<file path="src/rtl/cp0_pkg.sv">
// Shared CP0 definitions: register indices, exception codes, writable-bit masks,
// FSM encoding and the load/store opcode decode.
package cp0_pkg;

    localparam logic [4:0] CP0_BADVADDR = 5'd8;
    localparam logic [4:0] CP0_STATUS   = 5'd12;
    localparam logic [4:0] CP0_CAUSE    = 5'd13;
    localparam logic [4:0] CP0_EPC      = 5'd14;

    localparam logic [4:0] EXC_INT  = 5'd0;
    localparam logic [4:0] EXC_ADEL = 5'd4;
    localparam logic [4:0] EXC_ADES = 5'd5;
    localparam logic [4:0] EXC_SYS  = 5'd8;
    localparam logic [4:0] EXC_BP   = 5'd9;
    localparam logic [4:0] EXC_RI   = 5'd10;
    localparam logic [4:0] EXC_OV   = 5'd12;

    // Status keeps IM, KSU, EXL and IE; software may only touch Cause.IP[9:8].
    localparam logic [31:0] STATUS_WMASK = 32'h0000_FF1B;
    localparam logic [31:0] CAUSE_WMASK  = 32'h0000_0300;

    typedef enum logic {
        ST_IDLE  = 1'b0,
        ST_FLUSH = 1'b1
    } cp0_state_t;

    function automatic logic is_store(input logic [2:0] ls_code);
        return ls_code[2:1] == 2'b11;
    endfunction

endpackage

</file>
<file path="src/rtl/exc_prio_enc.sv">
// Combinational exception priority encoder for the MEM stage.
// Produces the winning exception and whether it reports a fetch or data address.
module exc_prio_enc
    import cp0_pkg::*;
(
    input  logic       i_en,
    input  logic       i_int_pending,
    input  logic       i_fetch_ill,
    input  logic       i_reserved,
    input  logic       i_overflow,
    input  logic       i_syscall,
    input  logic       i_brk,
    input  logic       i_data_ill,
    input  logic [2:0] i_ls_code,
    output logic       o_take,
    output logic [4:0] o_exccode,
    output logic       o_is_fetch_adel,
    output logic       o_is_data_ade
);

    // NOTE: every output gets a default before the if-chain so no latch is inferred.
    always_comb begin
        o_take          = 1'b0;
        o_exccode       = EXC_INT;
        o_is_fetch_adel = 1'b0;
        o_is_data_ade   = 1'b0;
        if (i_en) begin
            if (i_int_pending) begin
                o_take    = 1'b1;
                o_exccode = EXC_INT;
            end else if (i_fetch_ill) begin
                o_take          = 1'b1;
                o_exccode       = EXC_ADEL;
                o_is_fetch_adel = 1'b1;
            end else if (i_reserved) begin
                o_take    = 1'b1;
                o_exccode = EXC_RI;
            end else if (i_overflow) begin
                o_take    = 1'b1;
                o_exccode = EXC_OV;
            end else if (i_syscall) begin
                o_take    = 1'b1;
                o_exccode = EXC_SYS;
            end else if (i_brk) begin
                o_take    = 1'b1;
                o_exccode = EXC_BP;
            end else if (i_data_ill && (i_ls_code != 3'b000)) begin
                o_take        = 1'b1;
                o_exccode     = is_store(i_ls_code) ? EXC_ADES : EXC_ADEL;
                o_is_data_ade = 1'b1;
            end
        end
    end

endmodule

</file>
<file path="src/rtl/cp0_exc_ctrl.sv">
// CP0 exception controller: prioritises MEM-stage exceptions, commits EPC/Cause/
// BadVAddr/Status, sequences flush/redirect and serves MTC0/MFC0.
module cp0_exc_ctrl
    import cp0_pkg::*;
#(
    parameter int          FLUSH_CYCLES = 2,
    parameter logic [31:0] EXC_VECTOR   = 32'h8000_0180
) (
    input  logic        clk,
    input  logic        rst,
    input  logic        mem_valid,
    input  logic [31:0] pc_mem,
    input  logic        in_delay_slot,
    input  logic        instruction_addr_illegal,
    input  logic        data_addr_illegal,
    input  logic [31:0] data_addr,
    input  logic [2:0]  load_store_mem,
    input  logic        reserved_inst,
    input  logic        overflow,
    input  logic        syscall,
    input  logic        brk,
    input  logic        eret,
    input  logic [5:0]  hw_int,
    input  logic        cp0_we,
    input  logic [4:0]  cp0_waddr,
    input  logic [31:0] cp0_wdata,
    input  logic [4:0]  cp0_raddr,
    output logic [31:0] cp0_rdata,
    output logic [1:0]  Status_KSU,
    output logic        flush,
    output logic        pc_redirect,
    output logic [31:0] redirect_pc,
    output logic [31:0] epc_out,
    output logic [31:0] status_out,
    output logic [31:0] cause_out
);

    localparam logic [3:0] CNT_LOAD = 4'(FLUSH_CYCLES - 1);

    cp0_state_t  r_state;
    cp0_state_t  w_state_nxt;
    logic [3:0]  r_cnt;
    logic [3:0]  w_cnt_nxt;

    logic [31:0] r_epc;
    logic [31:0] r_status;
    logic [31:0] r_cause;
    logic [31:0] r_badvaddr;
    logic [31:0] w_epc_nxt;
    logic [31:0] w_status_nxt;
    logic [31:0] w_cause_nxt;
    logic [31:0] w_badvaddr_nxt;

    logic        r_pc_redirect;
    logic [31:0] r_redirect_pc;

    logic        w_detect_en;
    logic        w_int_pending;
    logic        w_exc_take;
    logic [4:0]  w_exccode;
    logic        w_is_fetch_adel;
    logic        w_is_data_ade;
    logic        w_eret_take;

    assign w_detect_en   = (r_state == ST_IDLE) && mem_valid;
    assign w_int_pending = (|(r_status[15:8] & r_cause[15:8])) && r_status[0] && !r_status[1];

    exc_prio_enc u_prio (
        .i_en            (w_detect_en),
        .i_int_pending   (w_int_pending),
        .i_fetch_ill     (instruction_addr_illegal),
        .i_reserved      (reserved_inst),
        .i_overflow      (overflow),
        .i_syscall       (syscall),
        .i_brk           (brk),
        .i_data_ill      (data_addr_illegal),
        .i_ls_code       (load_store_mem),
        .o_take          (w_exc_take),
        .o_exccode       (w_exccode),
        .o_is_fetch_adel (w_is_fetch_adel),
        .o_is_data_ade   (w_is_data_ade)
    );

    assign w_eret_take = w_detect_en && eret && !w_exc_take;

    // Exception/ERET updates take precedence; a colliding MTC0 is simply dropped.
    always_comb begin
        w_epc_nxt      = r_epc;
        w_status_nxt   = r_status;
        w_cause_nxt    = r_cause;
        w_badvaddr_nxt = r_badvaddr;
        if (w_exc_take) begin
            w_epc_nxt        = in_delay_slot ? (pc_mem - 32'd4) : pc_mem;
            w_cause_nxt[31]  = in_delay_slot;
            w_cause_nxt[6:2] = w_exccode;
            w_status_nxt[1]  = 1'b1;
            if (w_is_fetch_adel) begin
                w_badvaddr_nxt = pc_mem;
            end else if (w_is_data_ade) begin
                w_badvaddr_nxt = data_addr;
            end
        end else if (w_eret_take) begin
            w_status_nxt[1] = 1'b0;
        end else if (cp0_we) begin
            case (cp0_waddr)
                CP0_STATUS: w_status_nxt = cp0_wdata & STATUS_WMASK;
                CP0_CAUSE:  w_cause_nxt  = (r_cause & ~CAUSE_WMASK) | (cp0_wdata & CAUSE_WMASK);
                CP0_EPC:    w_epc_nxt    = cp0_wdata;
                default:    ;
            endcase
        end
        w_cause_nxt[15:10] = hw_int;
    end

    always_comb begin
        w_state_nxt = r_state;
        w_cnt_nxt   = r_cnt;
        case (r_state)
            ST_IDLE: begin
                if (w_exc_take || w_eret_take) begin
                    w_state_nxt = ST_FLUSH;
                    w_cnt_nxt   = CNT_LOAD;
                end
            end
            ST_FLUSH: begin
                if (r_cnt == 4'd0) begin
                    w_state_nxt = ST_IDLE;
                end else begin
                    w_cnt_nxt = r_cnt - 4'd1;
                end
            end
            default: w_state_nxt = ST_IDLE;
        endcase
    end

    // NOTE: sequential state uses non-blocking assignments so every register samples pre-edge values.
    always_ff @(posedge clk or posedge rst) begin
        if (rst) begin
            r_state       <= ST_IDLE;
            r_cnt         <= 4'd0;
            r_epc         <= 32'd0;
            r_status      <= 32'd0;
            r_cause       <= 32'd0;
            r_badvaddr    <= 32'd0;
            r_pc_redirect <= 1'b0;
            r_redirect_pc <= 32'd0;
        end else begin
            r_state       <= w_state_nxt;
            r_cnt         <= w_cnt_nxt;
            r_epc         <= w_epc_nxt;
            r_status      <= w_status_nxt;
            r_cause       <= w_cause_nxt;
            r_badvaddr    <= w_badvaddr_nxt;
            r_pc_redirect <= w_exc_take || w_eret_take;
            if (w_exc_take) begin
                r_redirect_pc <= EXC_VECTOR;
            end else if (w_eret_take) begin
                r_redirect_pc <= r_epc;
            end
        end
    end

    always_comb begin
        cp0_rdata = 32'd0;
        case (cp0_raddr)
            CP0_BADVADDR: cp0_rdata = r_badvaddr;
            CP0_STATUS:   cp0_rdata = r_status;
            CP0_CAUSE:    cp0_rdata = r_cause;
            CP0_EPC:      cp0_rdata = r_epc;
            default:      cp0_rdata = 32'd0;
        endcase
    end

    assign Status_KSU  = r_status[1] ? 2'b00 : r_status[4:3];
    assign flush       = (r_state == ST_FLUSH);
    assign pc_redirect = r_pc_redirect;
    assign redirect_pc = r_redirect_pc;
    assign epc_out     = r_epc;
    assign status_out  = r_status;
    assign cause_out   = r_cause;

endmodule

</file>
<file path="config.mk">
export PLATFORM = sky130hd
export DESIGN_NAME = cp0_exc_ctrl
export DESIGN_NICKNAME = d
export VERILOG_FILES = /design/src/rtl/cp0_pkg.sv /design/src/rtl/exc_prio_enc.sv /design/src/rtl/cp0_exc_ctrl.sv
export SDC_FILE = /design/constraint.sdc
export NUM_CORES = 1
export LEC_CHECK = 0
export ABC_AREA = 0
export CORE_ASPECT_RATIO = 1.25
export CORE_MARGIN = 4
export CORE_UTILIZATION = 35
export CTS_CLUSTER_SIZE = 25
export DETAILED_ROUTE_END_ITERATION = 8
export PLACE_DENSITY = 0.68
export SYNTH_ARGS = -nofsm -noshare
export SYNTH_HDL_FRONTEND = slang
export SYNTH_HIERARCHICAL = 1
export SYNTH_SLANG_ARGS = --single-unit
</file>
<file path="constraint.sdc">
create_clock -name clk -period 5.21 [get_ports clk]
set_input_delay 0.521 -clock clk [delete_from_list [all_inputs] [get_ports clk]]
set_output_delay 0.521 -clock clk [all_outputs]
set_load 0.03 [all_outputs]
</file>
# ---- Word-level counts from Yosys, hierarchy flattened
# Cells that the tools add are included.
dict set report word_totals {
  elab_cells 108
  out_inout_bits 164
  input_bits 127
  ff_bits 146
}
dict set report op_classes {
  muxes 53
  add_sub_neg 2
  n_eq_ne 11
  n_reduce_logical 26
  n_bitwise 5
}
# op n
set op_table {}
lappend op_table {{$mux W32} 12}
lappend op_table {{$pmux W32 S4} 1}
lappend op_table {{$mux W5} 9}
lappend op_table {{$eq A5 B4 Y1 const B} 7}
lappend op_table {{$or A32 B10 Y32} 1}
lappend op_table {{$sub A32 B3 Y32 const B} 1}
lappend op_table {{$mux W1} 24}
lappend op_table {{$reduce_bool A2 Y1} 5}
lappend op_table {{$reduce_bool A3 Y1} 3}
lappend op_table {{$and A8 B8 Y8} 1}
lappend op_table {{$mux W4} 2}
lappend op_table {{$pmux W4 S2} 1}
lappend op_table {{$reduce_and A4 Y1} 2}
lappend op_table {{$reduce_or A8 Y1} 1}
lappend op_table {{$logic_and A1 B1 Y1} 6}
lappend op_table {{$mux W2} 3}
lappend op_table {{$reduce_and A2 Y1} 3}
lappend op_table {{$reduce_and A3 Y1} 2}
lappend op_table {{$logic_not A4 Y1} 1}
lappend op_table {{$ne A2 B2 Y1 const B} 2}
lappend op_table {{$sub A4 B1 Y4 const B} 1}
lappend op_table {{$not A1 Y1} 3}
lappend op_table {{$eq A2 B2 Y1 const B} 1}
lappend op_table {{$logic_not A1 Y1} 2}
lappend op_table {{other kinds (3)} 3}

# ---- Depth between registers and ports, before layout
# Gate-level depths: netlist (run 1).
dict set report depth {
  depth_word 15
  ltp_mapped 10
  mapped_depth_nobuf 9
}

# ---- Hierarchy
# The synthesis (run 1) kept the hierarchy.
# module seq_area_each_um2 area_each_um2 cells_per_inst n_inst
set by_module_without_submodules {}
lappend by_module_without_submodules {cp0_exc_ctrl 3203.1 6880.3 709 1}
lappend by_module_without_submodules {exc_prio_enc 0.0 128.9 19 1}

# ---- Least setup slack after synthesis (run 1)
# OpenSTA, ideal clock, no wires.
dict set report synth_timing {
  path_type {reg2reg}
  startpoint {register r_cause[14], in the netlist cause_out[14]}
  endpoint {register r_cause[8], in the netlist cause_out[8]}
  arrival_ns 2.346
  path_buffers 1
  setup_time_ns 0.125
  path_slack_ns 2.739
  path_stages_with_launch 11
  path_cell_list {dfrtp_1 > a22o_1 > a221oi_1 > a311oi_1 > nor3_2 > a21boi_1 > clkbuf_1 > nor2_2 > inv_1 > nor4_1 > mux2_2}
}
dict set report synth_between {
  elab_chain_cells 10
  word_cells_on_any_way 11
  cone_classes {mux: 2; bitwise: 3; reduce/logical: 6}
}
# element line_no
set synth_lines {}
lappend synth_lines {{start: declaration} cp0_exc_ctrl.sv:47} ;# logic [31:0] r_cause;
lappend synth_lines {{start signal: assignment} cp0_exc_ctrl.sv:152} ;# r_cause <= w_cause_nxt;
lappend synth_lines {{$and A8 B8 Y8 (*)} cp0_exc_ctrl.sv:66} ;# assign w_int_pending = (|(r_status[15:8] & r_cause[15:8])) && r_status[0] && !r_status[1];
lappend synth_lines {{$reduce_or A8 Y1 (*)} cp0_exc_ctrl.sv:66}
lappend synth_lines {{$logic_and A1 B1 Y1 (*) (2 in series)} cp0_exc_ctrl.sv:66}
lappend synth_lines {{via w_int_pending} cp0_exc_ctrl.sv:58} ;# logic w_int_pending;
lappend synth_lines {{$mux W1 (*)} exc_prio_enc.sv:28} ;# if (i_int_pending) begin
lappend synth_lines {{$mux W1 (*)} exc_prio_enc.sv:27} ;# if (i_en) begin
lappend synth_lines {{via w_exc_take} cp0_exc_ctrl.sv:59} ;# logic w_exc_take;
lappend synth_lines {{$logic_not A1 Y1} cp0_exc_ctrl.sv:84} ;# assign w_eret_take = w_detect_en && eret && !w_exc_take;
lappend synth_lines {{$logic_and A1 B1 Y1} cp0_exc_ctrl.sv:84}
lappend synth_lines {{$not A1 Y1 (no line)} --}
lappend synth_lines {{$reduce_and A4 Y1 (no line) (*)} --}
# The timed path passes the listed nets; every way through them passes the cells marked *.
# A chain may end at the register's enable or synchronous reset.

# ---- Final worst setup path (run 1)
dict set report layout_timing {
  startpoint {input port cp0_raddr[1]}
  endpoint {output port cp0_rdata[12]}
}
dict set report layout_between {
  elab_chain_cells 2
  word_cells_on_any_way 5
  cone_classes {eq/ne: 4; mux: 1}
}
# element line_no
set layout_lines {}
lappend layout_lines {{start: declaration} cp0_exc_ctrl.sv:27} ;# input logic [4:0] cp0_raddr,
lappend layout_lines {{$eq A5 B4 Y1} cp0_exc_ctrl.sv:165} ;# case (cp0_raddr)
lappend layout_lines {{$pmux W32 S4 (*)} cp0_exc_ctrl.sv:165}
lappend layout_lines {{end: declaration} cp0_exc_ctrl.sv:28} ;# output logic [31:0] cp0_rdata,
# Every way passes the cells marked *; elsewhere a longest branch is shown, timed or not.

==> flow_metrics.env, run 1 <==
export IMPL_status="completed"
export IMPL_power_density_nw_per_um2=516
export IMPL_cts_sinks=128
export IMPL_gp_congestion=0.859
export IMPL_wirelength_mm=24.9
export IMPL_die_w_um=135
export IMPL_cts_tree="yes"
export IMPL_dr_total_vias=6377
export IMPL_area_growth_pct=46.6
export IMPL_synth_edf_count=0
export IMPL_worst_path_most_repeated_cell="clkdlybuf4s50_1"
export IMPL_p_total_mw=5.30
export IMPL_ys_seq_area_share_pct=45.7
export IMPL_fin_cells=1243
export IMPL_drv_cap=0
export IMPL_dp_hpwl_mm=18.9
export IMPL_clk_pin_slew_ns=0.06
export IMPL_slew_viol_final=0
export IMPL_yosysUniqueCellTypes=59
export IMPL_die_h_um=166
export IMPL_fin_crit_ns=3.28
export IMPL_tightest_slew_ns=0.873
export IMPL_cts_resized=0
export IMPL_hold_violations=0
export IMPL_port_buffers=252
export IMPL_antenna_found_initial=4
export IMPL_final_area_sq_um=10300
export IMPL_finClkSkew_ns=0.0103
export IMPL_fmax_mhz=305
export IMPL_root_buffer="clkbuf_16"
export IMPL_worstSetupPathType="primary input to primary output"
export IMPL_ir_drop_mv=0.211
export IMPL_wl_per_cell_um=20.0
export IMPL_synth_area_sq_um=7010
export IMPL_synth_seq_cells=128
export IMPL_clk_path_buf_depth=2
export IMPL_cts_hold_buf=0
export IMPL_remaining_drc_errors=0
export IMPL_drt_initial_drc_count=420
export IMPL_synthesis_instances=728
export IMPL_via_per_inst=5.13
export IMPL_grt_use_total_pct=21.9
export IMPL_path_delay_family="buffers and inverters"
export IMPL_max_stage_delay_ns=0.68
export IMPL_worstHoldPathType="flop to flop"
export IMPL_grt_first_pass_wirelength_mm=37.5
export IMPL_leakagePower_nw=4.14
export IMPL_ioPinCount=291
export IMPL_finalSetupViolCount=0
export IMPL_cp_end_kind="primary output"
export IMPL_clock_latency_ns=0.42
export IMPL_fin_crit_sh_pct=62.9
export IMPL_max_slew_margin_pct=41.8
export IMPL_rsz0062_at_grt="no"
export IMPL_synthArstFlopShare_pct=100
export IMPL_start_kind="primary input"
export IMPL_drtPass1Iterations=5
export IMPL_slowest_stage="clkdlybuf4s50_1"
export IMPL_crit_fanout=32
export IMPL_ys_flop_type="dfrtp_1"
export IMPL_grt_pass1_vias=6183
export IMPL_setup_tns_final_ns=0
export IMPL_core_area_sq_um=19500
export IMPL_required_ns=4.69
export IMPL_fin_util_pct=52.6
export IMPL_rows=57
export IMPL_globalRouteOverflowTotal=0
export IMPL_numCtsBuffers=17
export IMPL_initial_core_util_pct=35.9
export IMPL_ant_nets=0
export IMPL_grt_max_degree=100
export IMPL_crit_chain="clkdlybuf4s50_1 -> nor4_2 -> buf_4 -> a22oi_1 -> nand2_1 -> clkdlybuf4s50_1"
export IMPL_cp_num_buf_inv=3
export IMPL_drive_above_1_share_pct=8.11
export IMPL_dp_cells=1207
export IMPL_cts_setup_buffers=0
export IMPL_cp_data_arrival_time_ns=2.76
export IMPL_dieArea_sq_um=22400
export IMPL_dpl_instance_area_sq_um=9630
export IMPL_yosys_warnings=6
export IMPL_h_tree_depth=4
export IMPL_nets=1090
export IMPL_avgSynthCellArea_sq_um=9.63
export IMPL_nFillCells=1825
==> layout make-up <==
type | count | area, sq um | share of cell area, %
Antenna cell | 4 | 10.0 | 0.0974
Inverter | 16 | 65.1 | 0.633
Sequential cell | 128 | 3200 | 31.2
Tap cell | 265 | 332 | 3.23
Timing Repair Buffer | 263 | 2620 | 25.5
Clock buffer | 22 | 474 | 4.61
Clock inverter | 10 | 158 | 1.53
Multi-Input combinational cell | 535 | 3420 | 33.3
==> stage by stage <==
step                      setup WS [ns]  hold slack [ns]
after floorplan                    1.28            0.450
after global placement             1.98            0.467
after detailed placement           1.95            0.473
after CTS                          1.95            0.485
after global routing               1.66            0.508
final                              1.93            0.483
==> cells in the mapped netlist (5+ instances only) <==
cell type | count | area [sq um]
dfrtp_1 | 128 | 3200
nand2_1 | 122 | 458
a21oi_1 | 49 | 245
o21ai_0 | 46 | 230
buf_4 | 43 | 323
mux2i_1 | 42 | 420
clkbuf_1 | 31 | 116
nor2b_1 | 31 | 194
a211oi_1 | 24 | 180
a22oi_1 | 22 | 165
mux2_2 | 19 | 214
a22o_1 | 17 | 149
inv_1 | 16 | 60.1
xor2_1 | 15 | 131
xnor2_1 | 11 | 96.3
nor3_1 | 10 | 50.1
nand4_1 | 8 | 50.1
nor2_1 | 8 | 30.0
a222oi_1 | 6 | 60.1
buf_1 | 6 | 22.5
nor4_1 | 6 | 37.5
a31oi_1 | 5 | 31.3
nand3b_1 | 5 | 37.5
==> logic make-up (layout without fill, tap and decap cells) <==
logic type               count (synthesis)  after routing  share of synthesized area (%)
other                                    2             43                          0.107
buffers and inverters                  102            311                           8.10
XOR/XNOR                                26             26                           3.25
multiplexers                            61             61                           9.05
AND/OR/NAND/NOR                        225            225                           16.8
AO/OA/AOI/OAI                          182            182                           16.6
adder cells (fa/ha/maj)                  2              2                          0.357
flip-flops                             128            128                           45.7
==> tightest hold or removal path: stages (launching register included) <==
cell and delay (ns):
dfrtp_1 0.34, nand2_1 0.04, o21ai_0 0.06
==> registers in the layout, summed over array words and instances (netlist names) <==
name         cells
flush            1
cause_out       14
redirect_pc     32
epc_out         32
r_badvaddr      32
r_cnt            4
status_out      12
pc_redirect      1
==> cells in the final DEF (no fill, tap or decap), types with 17 or more instances in the layout <==
cell             instances
o21ai_0                 46
a21oi_1                 49
nand2_1                122
clkdlybuf4s50_1        252
mux2i_1                 42
clkbuf_16               17
a22o_1                  17
nor2b_1                 31
dfrtp_1                128
a211oi_1                24
conb_1                  39
a22oi_1                 22
mux2_2                  19
==> where the power goes <==
part           internal [mW]  total (mW)  switching [mW]
Clock                  0.836        1.28           0.444
Combinational          0.931        2.20            1.27
Sequential              1.41        1.83           0.414
==> per-layer routing <==
layer	global-route usage [%]	share of wire, %	up-vias
li1	-	-	2998
met1	28.6	42	3049
met2	33.4	47	266
met3	5.42	6.5	64
met4	11.6	4.4	0
met5	0	0	-
==> final timing paths <==
| path | from | endpoint | slack (ns) | cells past startpoint |
|---|---|---|---|---|
| setup reg to reg | status_out[14] | r_badvaddr[22] | 1.96 | 9 |
| hold / removal | r_badvaddr[13] | r_badvaddr[13] | 0.48 | 2 |
| hold reg to reg | r_badvaddr[13] | r_badvaddr[13] | 0.48 | 2 |
| max in group asynchronous | rst | status_out[0] | 3.45 | 3 |
| min in group asynchronous | rst | redirect_pc[20] | 0.65 | 2 |
| setup / recovery | cp0_raddr[1] | cp0_rdata[12] | 1.93 | 6 |
Power figures use the tool's default switching activity.
==> run 2: changes to the inputs <==
==> constraint.sdc (replaced) <==
create_clock -name clk -period 3.25 [get_ports clk]
set_input_delay 0.325 -clock clk [delete_from_list [all_inputs] [get_ports clk]]
set_output_delay 0.325 -clock clk [all_outputs]
set_load 0.03 [all_outputs]
==> flow_metrics.env, run 2 (synthesis gave the netlist of run 1 again) <==
export IMPL_hold_violations=0
export IMPL_path_delay_family="compound AO/OA/AOI/OAI gates"
export IMPL_rows=57
export IMPL_worstHoldPathType="primary input to async pin"
export IMPL_die_h_um=166
export IMPL_drtPass1Iterations=6
export IMPL_antenna_found_initial=5
export IMPL_status="completed"
export IMPL_nets=1095
export IMPL_cp_depth=10
export IMPL_finalSetupViolCount=0
export IMPL_wl_per_cell_um=20.2
export IMPL_seq_area_sq_um=3200
export IMPL_fin_crit_ns=2.81
export IMPL_ant_nets=0
export IMPL_finClkSkew_ns=0.00888
export IMPL_swShare_pct=41.8
export IMPL_clkPwrFrac_pct=21.1
export IMPL_whs_ns=0.323
export IMPL_die_w_um=135
export IMPL_h_tree_depth=4
export IMPL_layout_common_cells="clkdlybuf4s50_1 (227), dfrtp_1 (128), nand2_1 (122)"
export IMPL_rr_endpoint="r_badvaddr[25]"
export IMPL_grt_use_total_pct=22.4
export IMPL_grt_pass1_vias=6298
export IMPL_p_sw_mw=3.46
export IMPL_r2r_cells=10
export IMPL_port_buffers=252
export IMPL_rrSetupSlack_ns=0.44
export IMPL_clk_pin_slew_ns=0.06
export IMPL_mostFrequentLayoutCell="clkdlybuf4s50_1"
export IMPL_globalRouteOverflowTotal=0
export IMPL_p_seq_share_pct=35.7
export IMPL_drive_above_1_share_pct=11.1
export IMPL_nFillCells=1819
export IMPL_required_ns=3.54
export IMPL_max_slew_margin_pct=59.4
export IMPL_gp_congestion=0.884
export IMPL_ioPinCount=291
export IMPL_reg2reg_from="cause_out[14]"
export IMPL_cts_resized=0
export IMPL_via_per_inst=5.12
export IMPL_wirelength_mm=25.2
export IMPL_tightest_slew_ns=0.603
export IMPL_slew_viol_final=0
export IMPL_ir_drop_mv=0.405
export IMPL_dr_total_vias=6392
export IMPL_grt_first_pass_wirelength_mm=38.2
export IMPL_crit_fanout=104
export IMPL_worst_path_most_repeated_cell="buf_12"
export IMPL_cts_sinks=128
export IMPL_clock_latency_ns=0.42
export IMPL_setup_tns_final_ns=0
export IMPL_start_kind="flop"
export IMPL_numCtsBuffers=17
export IMPL_cp_num_buf_inv=2
export IMPL_p_int_mw=4.81
export IMPL_slowest_stage="a311oi_1"
export IMPL_cts_setup_buffers=0
export IMPL_cp_data_arrival_time_ns=3.09
export IMPL_p_comb_share_pct=43.2
export IMPL_grt_max_degree=105
export IMPL_cts_tree="yes"
export IMPL_initial_core_util_pct=35.9
export IMPL_rsz0062_at_grt="no"
export IMPL_dp_hpwl_mm=19.5
export IMPL_max_stage_delay_ns=0.55
export IMPL_final_area_sq_um=10300
export IMPL_power_density_nw_per_um2=800
export IMPL_core_area_sq_um=19500
export IMPL_dieArea_sq_um=22400
export IMPL_multi_input_area_sq_um=3420
export IMPL_dpl_instance_area_sq_um=9780
export IMPL_root_buffer="clkbuf_16"
export IMPL_cts_hold_buf=0
export IMPL_crit_chain="a22o_1 -> a221oi_1 -> a311oi_1 -> nor3_2 -> a21boi_4 -> buf_12 -> o21ai_4 -> buf_12 -> nand2_1 -> o21ai_0"
export IMPL_fmax_mhz=356
export IMPL_leakagePower_nw=4.21
export IMPL_remaining_drc_errors=0
export IMPL_drt_initial_drc_count=504
export IMPL_worstSetupPathType="flop to flop"
export IMPL_cp_end_kind="flop"
export IMPL_drv_cap=0
export IMPL_fin_crit_sh_pct=86.3
export IMPL_clk_path_buf_depth=2
export IMPL_area_growth_pct=47.4
==> run 2: cell count changes in the layout (fill, tap and decap cells not counted), sizes merged <==
cell | previous run | this run
buf | 11 | 41
clkdlybuf4s50 | 252 | 227
bufinv | 4 | 0
clkinvlp | 3 | 6
clkinv | 3 | 5
diode | 4 | 5
inv | 16 | 15
==> run 2: power by group through the flow <==
stage	Sequential [mW]	Combinational (mW)	Clock [mW]
3_3_place_gp	2.95	3.51	0
6_report	2.95	3.57	1.75
3_5_place_dp	2.97	3.58	0
5_1_grt	3.03	3.82	1.85
2_1_floorplan	3.58	1.23	0
4_1_cts	2.94	3.59	1.78
==> run 2: worst max-delay path by stage <==
stage                        startpoint        endpoint  slack (ns)
after floorplan           cause_out[14]    cause_out[8]        0.78
after global placement              brk    cause_out[8]        0.48
after detailed placement            brk    cause_out[8]        0.41
after CTS                 cause_out[14]  r_badvaddr[25]        0.42
after global routing      cause_out[14]  r_badvaddr[25]        0.20
final                     cause_out[14]  r_badvaddr[25]        0.44
==> run 2: area by class of cell <==
type / count / area share [%]
timing repair buffer: 268 / 26.8
tap: 265 / 3.21
inverter: 16 / 0.618
sequential: 128 / 31.0
clock inverter: 10 / 0.605
multi-input combinational: 535 / 33.1
clock buffer: 22 / 4.59
antenna: 5 / 0.121
==> run 2: through the flow <==
| step | utilization (%) | instances | power, mW | setup WS (ns) |
|---|---|---|---|---|
| after floorplan | - | 765 | 4.81 | 0.779 |
| after global placement | 50.1 | 1212 | 6.47 | 0.477 |
| after detailed placement | 50.1 | 1212 | 6.54 | 0.410 |
| after CTS | 52.8 | 1244 | 8.31 | 0.416 |
| after global routing | 52.9 | 1249 | 8.70 | 0.204 |
| final | 52.9 | 1249 | 8.26 | 0.445 |
==> run 2: metal layers <==
layer	wire, um	vias up	track usage [%]
met3	1590	49	4.45
li1	-	3003	-
met4	960	0	11.4
met2	12400	243	35.4
met1	10300	3097	29.1
met5	0	-	0
